`src/rtl/piso_tx.sv`:
```
// Parallel-in serial-out transmitter: one word over a valid/ready load, one bit per falling clk edge.
// Build option PIPO_TX_PARITY_EN appends one even-parity bit after the data bits.
//
// state  | meaning
// IDLE   | waiting for load_valid; load_ready high
// SHIFT  | data bits on sout, count = index (1-based) of the bit currently on the line
// PARITY | parity bit on sout (PIPO_TX_PARITY_EN builds only)
module piso_tx #(
  parameter int WIDTH     = 4,
  parameter bit MSB_FIRST = 1'b0
) (
  input  logic             clk,
  input  logic             rst,
  input  logic [WIDTH-1:0] din,
  input  logic             load_valid,
  output logic             load_ready,
  output logic             sout,
  output logic             sout_valid,
  output logic             busy,
  output logic             done
);

  localparam int CNT_W = $clog2(WIDTH + 1);

`ifdef PIPO_TX_PARITY_EN
  typedef enum logic [1:0] {IDLE = 2'd0, SHIFT = 2'd1, PARITY = 2'd2} state_t;
`else
  typedef enum logic [1:0] {IDLE = 2'd0, SHIFT = 2'd1} state_t;
`endif

  state_t             state_q, state_d;
  logic [WIDTH-1:0]   shift_q, shift_d;
  logic [CNT_W-1:0]   count_q, count_d;
  logic               sout_q, sout_d;
  logic               sout_valid_q, sout_valid_d;
  logic               done_q, done_d;
`ifdef PIPO_TX_PARITY_EN
  logic               parity_q, parity_d;
`endif

  always_comb begin
    state_d      = state_q;
    shift_d      = shift_q;
    count_d      = count_q;
    sout_d       = 1'b0;
    sout_valid_d = 1'b0;
    done_d       = 1'b0;
`ifdef PIPO_TX_PARITY_EN
    parity_d     = parity_q;
`endif
    case (state_q)
      IDLE: begin
        if (load_valid) begin
          state_d      = SHIFT;
          count_d      = CNT_W'(1);
          sout_valid_d = 1'b1;
`ifdef PIPO_TX_PARITY_EN
          parity_d     = ^din;
`endif
          // shift_q keeps only the bits still to be sent, aligned so the next one sits at the output end
          if (MSB_FIRST) begin
            sout_d  = din[WIDTH-1];
            shift_d = din << 1;
          end else begin
            sout_d  = din[0];
            shift_d = din >> 1;
          end
        end
      end
      SHIFT: begin
        if (count_q == CNT_W'(WIDTH)) begin
`ifdef PIPO_TX_PARITY_EN
          state_d      = PARITY;
          sout_d       = parity_q;
          sout_valid_d = 1'b1;
`else
          state_d      = IDLE;
          done_d       = 1'b1;
`endif
        end else begin
          count_d      = count_q + 1'b1;
          sout_valid_d = 1'b1;
          if (MSB_FIRST) begin
            sout_d  = shift_q[WIDTH-1];
            shift_d = shift_q << 1;
          end else begin
            sout_d  = shift_q[0];
            shift_d = shift_q >> 1;
          end
        end
      end
`ifdef PIPO_TX_PARITY_EN
      PARITY: begin
        state_d = IDLE;
        done_d  = 1'b1;
      end
`endif
      default: state_d = IDLE;
    endcase
  end

  always_ff @(negedge clk or negedge rst) begin
    if (!rst) begin
      state_q      <= IDLE;
      shift_q      <= '0;
      count_q      <= '0;
      sout_q       <= 1'b0;
      sout_valid_q <= 1'b0;
      done_q       <= 1'b0;
`ifdef PIPO_TX_PARITY_EN
      parity_q     <= 1'b0;
`endif
    end else begin
      state_q      <= state_d;
      shift_q      <= shift_d;
      count_q      <= count_d;
      sout_q       <= sout_d;
      sout_valid_q <= sout_valid_d;
      done_q       <= done_d;
`ifdef PIPO_TX_PARITY_EN
      parity_q     <= parity_d;
`endif
    end
  end

  assign load_ready = (state_q == IDLE);
  assign busy       = (state_q != IDLE);
  assign sout       = sout_q;
  assign sout_valid = sout_valid_q;
  assign done       = done_q;

endmodule

```
`config.mk`:
```
export PLATFORM = sky130hd
export DESIGN_NAME = piso_tx
export DESIGN_NICKNAME = d
export VERILOG_FILES = /design/src/rtl/piso_tx.sv
export SDC_FILE = /design/constraint.sdc
export NUM_CORES = 1
export LEC_CHECK = 0
export BUFFER_PORTS_ARGS = -buffer_cell sky130_fd_sc_hd__buf_2
export CORE_AREA = 2 2 39 41
export CTS_CLUSTER_SIZE = 20
export DETAILED_ROUTE_END_ITERATION = 8
export DIE_AREA = 0 0 41 43
export GPL_TIMING_DRIVEN = 1
export HOLD_SLACK_MARGIN = 0.06
export PLACE_DENSITY_LB_ADDON = 0.25
export SYNTH_ARGS = -nofsm -noshare
export SYNTH_HDL_FRONTEND = slang
export SYNTH_SLANG_ARGS = --single-unit
```
`constraint.sdc`:
```
create_clock -name clk -period 1.2 [get_ports clk]
set_input_delay 0 -clock clk [delete_from_list [all_inputs] [get_ports clk]]
set_output_delay 0 -clock clk [all_outputs]
set_load 0.02 [all_outputs]
```
==> results by group, run 1 <==
Outcome
  – Status: finished, violations left
  – Violated checks: setup timing

Floorplanning
  – Die area: 1760 um2
  – Die Wd: 41 um
  – Initial Util: 32.5%
  – Cell row count: 14
  – I/O pins: 12
  – Die height: 43 um
  – Core area: 1380 um2

Routing
  – Vias: 387
  – 1st-pass router iterations: 3
  – Routed wl met3: 15 um
  – DRT antenna net count: 0
  – Drt wl/cell: 11.3 um
  – DRC viols: 0
  – Initial drt markers: 3
  – Max Used Layer: met4
  – Met1 WL: 365 um
  – Routed wl met2: ~500 um
  – DR vias/cell: 4.72
  – WL final: a little over 900 um

STA
  – Hold Fails Final Rpt: 0
  – RSZ-0062 raised after global routing: yes
  – PnR worst setup slack: -0.309 ns
  – Final count of negative-setup-slack endpoints: 10
  – Worst-Margin Slew: 0.238 ns
  – Slew HR: 84.1%
  – Clk_skew: 0.00310 ns
  – Slew Viols, Final: 0
  – Final Hold Slack: 0.0656 ns

Worst setup path
  – Worst EP required: approximately 1.2 ns
  – CP Max Fanout: 3
  – CP top delay family: flip-flops
  – Critical Path Source Type: register
  – Critical Path Max Stage Delay: about 0.47 ns
  – Crit-path cells: buf_4
  – WP data arrival: 1.51 ns
  – Worst Setup Path Type: register to output port
  – Worst R2R Setup Slack: -0.08 ns
  – Crit end category: output port
  – CP max stage cell: dfrtn_1
  – Sum of buffers and inverters on the critical path: 1

GRT
  – Initial antenna violation count: 0
  – Largest net degree at the start of global routing: 16
  – Vias in the first global route: 386
  – Grt ovf: 0
  – First-pass GRT wire length: roughly 1.5 mm
  – Tot GR Track Use: 14.2%

Power
  – Clk pwr share: 13.8%
  – Sw frac: 36.2%
  – Cell area power density: 2410 nW/um2
  – Combinational Power Share: approximately 51%
  – Flop pwr share: 35.6%
  – NetSw: 0.583 mW
  – Maximum VDD drop: about 0.90 mV
  – LEAKAGE: 0.330 nW
  – Int Power: 1.03 mW

Job
  – Maxcap violations: 0

Synthesis
  – Top_reg_cell synth: dfrtn_1
  – Area share of the largest cell type after synthesis: 55.6%
  – Synth area leaders: dfrtn_1 (56%), ha_1 (5.6%), nand3_1 (5.6%), nand2_1 (4.2%), a32oi_1 (3.9%)
  – Syn_nets: 52
  – Syn Area/Cell: 10.5 um2
  – Post-synth ARST share: 100%
  – Synth area leader: dfrtn_1
  – Area of the mapped netlist: 450 um2
  – Register area share after synthesis: 55.6%
  – #FFs+latches synth: 10
  – Number of synthesized flops with an enable pin: 0
  – YS warnings: 0
  – Synthesized instance count: 43
  – Most common cell in the netlist: dfrtn_1
  – Synth unique cells: 20
  – Top post-synthesis cells by count: dfrtn_1 (10), nand2_1 (5), nand3_1 (5)

Clock network
  – Root Driver: clkbuf_4
  – Clk Latency, worst-skew pair: 0.27 ns
  – TritonCTS clock tree: yes
  – H-tree Lvls: 1
  – Number of CTS-inserted buffers: 3
  – CTS Buffer Depth: 2
  – Clock-pin slew on the worst setup and hold paths: around 0.050 ns
  – Hold_buf cts: 0
  – CTS Sinks: 10

Layout
  – Share of cells above drive strength 1: ~47%
  – # nets final: 77
  – Inserted Diodes: 0
  – Fin area: ~670 um2
  – Cell Count, Final, Fillers Out: 82
  – Area Growth Syn to Fin: 48.3%

Min path
  – Worst Hold Class: input port to async pin

Placed design
  – Inst Count DP: 78
  – HPWL after DPL: between 600 and 700 um
  – Port-buffer cells: 11
  – Placed cell areas: 593 um2
  – GPL Wtd Cong: 0.682
[state kept, by name (all words and copies together), names as in the netlist]
name,cells
sout,1
count_q,3
sout_valid,1
done,1
state_q,1
shift_q,3
[stage by stage]
step,setup TNS (ns),setup slack [ns],util [%],power (mW)
6_report,-1.36,-0.309,48.3,1.61
5_1_grt,-1.85,-0.340,48.3,1.74
4_1_cts,-1.41,-0.325,47.6,1.62
3_5_place_dp,-0.575,-0.114,42.9,1.27
3_3_place_gp,-0.514,-0.102,42.9,1.27
2_1_floorplan,-0.230,-0.222,-,0.980
[area by class of cell]
cell class	count	area [um2]
inverter	3	13.8
tap	16	20.0
clock buffer	3	22.5
sequential	10	250
multi-input combinational	29	204
timing repair buffer	21	158
fill	137	716
[power by group through the flow]
stage	combinational (mW)	sequential, mW	clock (mW)
after global routing	0.897	0.590	0.252
after detailed placement	0.703	0.568	0
final	0.816	0.573	0.223
after global placement	0.706	0.564	0
after floorplan	0.362	0.618	0
after CTS	0.811	0.571	0.235
[kinds of logic after synthesis]
family / synth area share [%]
flip-flops: 55.6
adder cells (fa/ha/maj): 5.55
AND/OR/NAND/NOR: 22.8
buffers and inverters: 3.61
AO/OA/AOI/OAI: 10.3
multiplexers: 2.22
[per-layer routing]
metal  vias up  track usage [%]
met2         6             21.3
met5         -                0
met4         0             16.0
met1       177             14.9
li1        200                -
met3         4             1.57
[layout by cell type, fill, tap and decap left out]
cell / n
buf_4: 11
dfrtn_1: 10
buf_2: 6
nand3_1: 5
nand2_1: 4
buf_6: 4
clkbuf_4: 3
inv_1: 2
nor2_1: 2
nand4_1: 2
nand2_2: 1
o21ai_0: 1
inv_4: 1
and3_4: 1
nor2_4: 1
o21a_1: 1
nor2b_2: 1
a32oi_2: 1
a21oi_1: 1
and4b_1: 1
nor3_1: 1
a32oi_1: 1
mux2i_1: 1
o22ai_1: 1
o21ai_1: 1
ha_2: 1
ha_1: 1
[worst paths after layout]
check	cells past startpoint	startpoint	endpoint
min in group clk	3	din[1]	shift_q[0]
max	1	state_q[0]	busy
max reg2reg	4	state_q[0]	count_q[0]
min	1	rst	count_q[0]
min reg2reg	2	shift_q[1]	shift_q[1]
max in group asynchronous	1	rst	done
[what timing repair did]
action / 4_1_cts / 5_1_grt
buffers inserted: 1 / 0
resized for setup: 11 / 2
setup endpoints to repair: 11 / 12
Note: power is estimated with default switching activity, not from simulation.
==> run 2: changes to the inputs <==
BUFFER_PORTS_ARGS = -buffer_cell sky130_fd_sc_hd__clkbuf_2   (was -buffer_cell sky130_fd_sc_hd__buf_2)
clock period = 1.3 ns   (was 1.2 ns; I/O delays follow)
==> run 2 against run 1 <==
Compared with the run above: the flow still finishes with violations (setup timing); routed wire length decreased by 1.5%; count of clock-buffer cells in the layout rose by 1; sequential share of layout area is 0.28 points lower; worst setup slack better by 0.019 ns; cell count decreased by 3.7%; sequential cell count unchanged; largest cell class unchanged.
==> results by group, run 2 (synthesis results as in run 1) <==
Outcome
  – Status: finished, violations left
  – Violated checks: setup timing

STA
  – Final Hold Slack: 0.118 ns (+0.0519 ns)
  – PnR worst setup slack: -0.290 ns (+0.0194 ns)
  – RSZ-0062 raised after global routing: yes
  – Final count of negative-setup-slack endpoints: 7 (-3)
  – Clk_skew: 0.00544 ns (+0.00235 ns)
  – Slew HR: 83.3% (-0.74 points)
  – Hold Fails Final Rpt: 0 (unchanged)
  – Worst-Margin Slew: 0.250 ns (+0.0120 ns)
  – Fin Setup TNS: -1.10 ns (+0.259 ns)
  – Slew Viols, Final: 0 (unchanged)

Job
  – Maxcap violations: 0 (unchanged)

Clock network
  – CTS Sinks: 10 (unchanged)
  – Root Driver: clkbuf_4
  – H-tree Lvls: 1 (unchanged)
  – Clock-pin slew on the worst setup and hold paths: 0.05 ns (about the same)
  – Clk Latency, worst-skew pair: 0.27 ns (about the same)
  – CTS Buffer Depth: 2 (unchanged)
  – Hold_buf cts: 0 (unchanged)
  – Number of CTS-inserted buffers: 3 (unchanged)
  – TritonCTS clock tree: yes

Worst setup path
  – CP max stage cell: dfrtn_1
  – WP data arrival: 1.59 ns (+0.08 ns)
  – Worst Setup Path Type: register to output port
  – Worst reg2reg startpoint: state_q[0]
  – Crit end category: output port
  – Critical Path Max Stage Delay: 0.49 ns (+0.02 ns)
  – CP Launch Point: state_q[0]
  – Critical Path Source Type: register
  – Worst EP required: 1.30 ns (+0.10 ns)
  – Sum of buffers and inverters on the critical path: 1 (unchanged)
  – Crit-path cells: clkbuf_8
  – CP top delay family: flip-flops
  – CP Max Fanout: 3 (unchanged)

Power
  – Maximum VDD drop: 1.28 mV (+42%)
  – LEAKAGE: 0.326 nW (-1.1%)
  – Cell area power density: 2280 nW/um2 (-5.7%)

Layout
  – Most common cell after layout, fill and taps aside: dfrtn_1
  – Inserted Diodes: 0 (unchanged)
  – Final core utilization: 48.6% (+0.36 points)
  – Share of cells above drive strength 1: 44.4% (-2.5 points)
  – Fin area: 673 um2 (+0.75%)
  – Most frequent cells in the layout: dfrtn_1 (10), clkbuf_2 (6), nand3_1 (5), clkbuf_8 (5), buf_4 (5)
  – Regs by FF count: count_q (3), shift_q (3)
  – Area Growth Syn to Fin: 49.4%
  – # nets final: 73 (-5.2%)

Routing
  – WL final: 911 um (-1.5%)
  – Max Used Layer: met4
  – Vias: 384 (-0.78%)
  – Routed wl met2: 463 um (-7.0%)
  – Met1 WL: 392 um (+7.4%)
  – DRT antenna net count: 0 (unchanged)
  – Initial drt markers: 11 (+8)
  – Routed wl met3: 35 um (+130%)
  – Drt wl/cell: 11.5 um (+2.2%)
  – DRC viols: 0 (unchanged)
  – DR vias/cell: 4.86 (+3.0%)
  – 1st-pass router iterations: 3 (unchanged)

Floorplanning
  – Cell row count: 14 (unchanged)
  – I/O pins: 12 (unchanged)
  – Core area: 1380 um2 (unchanged)
  – Die Wd: 41 um (unchanged)
  – Die height: 43 um (unchanged)
  – Initial Util: 32.5% (unchanged)
  – Die area: 1760 um2 (unchanged)

Placed design
  – HPWL after DPL: 655 um (-5.6%)
  – Placed cell areas: 561 um2 (-5.5%)
  – GPL Wtd Cong: 0.719 (+5.5%)
  – Place WS: -0.0562 ns (+0.0578 ns)
  – Port-buffer cells: 11 (unchanged)

GRT
  – Initial antenna violation count: 0 (unchanged)
  – Vias in the first global route: 335 (-13%)
  – Grt ovf: 0 (unchanged)
  – Largest net degree at the start of global routing: 16 (unchanged)
  – First-pass GRT wire length: 1.45 mm (-5.8%)
  – Tot GR Track Use: 13.4% (-0.78 points)

Min path
  – Worst Hold Class: input port to async pin
## run 2: changes by cell type in the layout (fill, tap and decap cells not counted)
cell,change
buf_2,-6
buf_4,-6
clkbuf_2,+6
clkbuf_8,+5
buf_6,-3
buf_8,+1
nor2_1,-1
nor2_2,+1
nor2b_1,+1
nor2b_2,-1
## run 2: stage by stage
step / cells / power (mW)
floorplan: 43 / 0.899
global placement: 74 / 1.11
detailed placement: 74 / 1.11
CTS: 78 / 1.47
global route: 79 / 1.64
finish: 79 / 1.53
## run 2: layout make-up
class,instances,area (um2)
clock buffers,4,36.3
fillers,138,711
inverters,3,13.8
multi-input cells,29,204
flip-flops and latches,10,250
well taps,16,20.0
repair buffers,17,149
## run 2: repair_timing
action | 4_1_cts | 5_1_grt
endpoints found under the setup margin | 7 | 11
resized for setup | 9 | 9
setup buffers | 0 | 1
## run 2: layer usage
metal,GRT usage (%),up-vias
li1,-,194
met1,15.0,180
met2,17.8,8
met3,9.42,2
met4,8.00,0
met5,0,-
## run 2: power by group
part / total (mW) / switching [mW] / internal (mW)
Sequential: 0.527 / 0.0881 / 0.439
Combinational: 0.729 / 0.350 / 0.379
Clock: 0.276 / 0.106 / 0.170
## run 2: worst paths after layout
check	depth (start not counted)	endpoint	slack, ns
hold / removal	1	done	0.12
setup / recovery	1	busy	-0.29
max in group asynchronous	1	count_q[1]	0.94
hold reg to reg	2	shift_q[1]	0.47
min in group clk	2	shift_q[1]	0.47
setup reg to reg	5	count_q[0]	-0.06
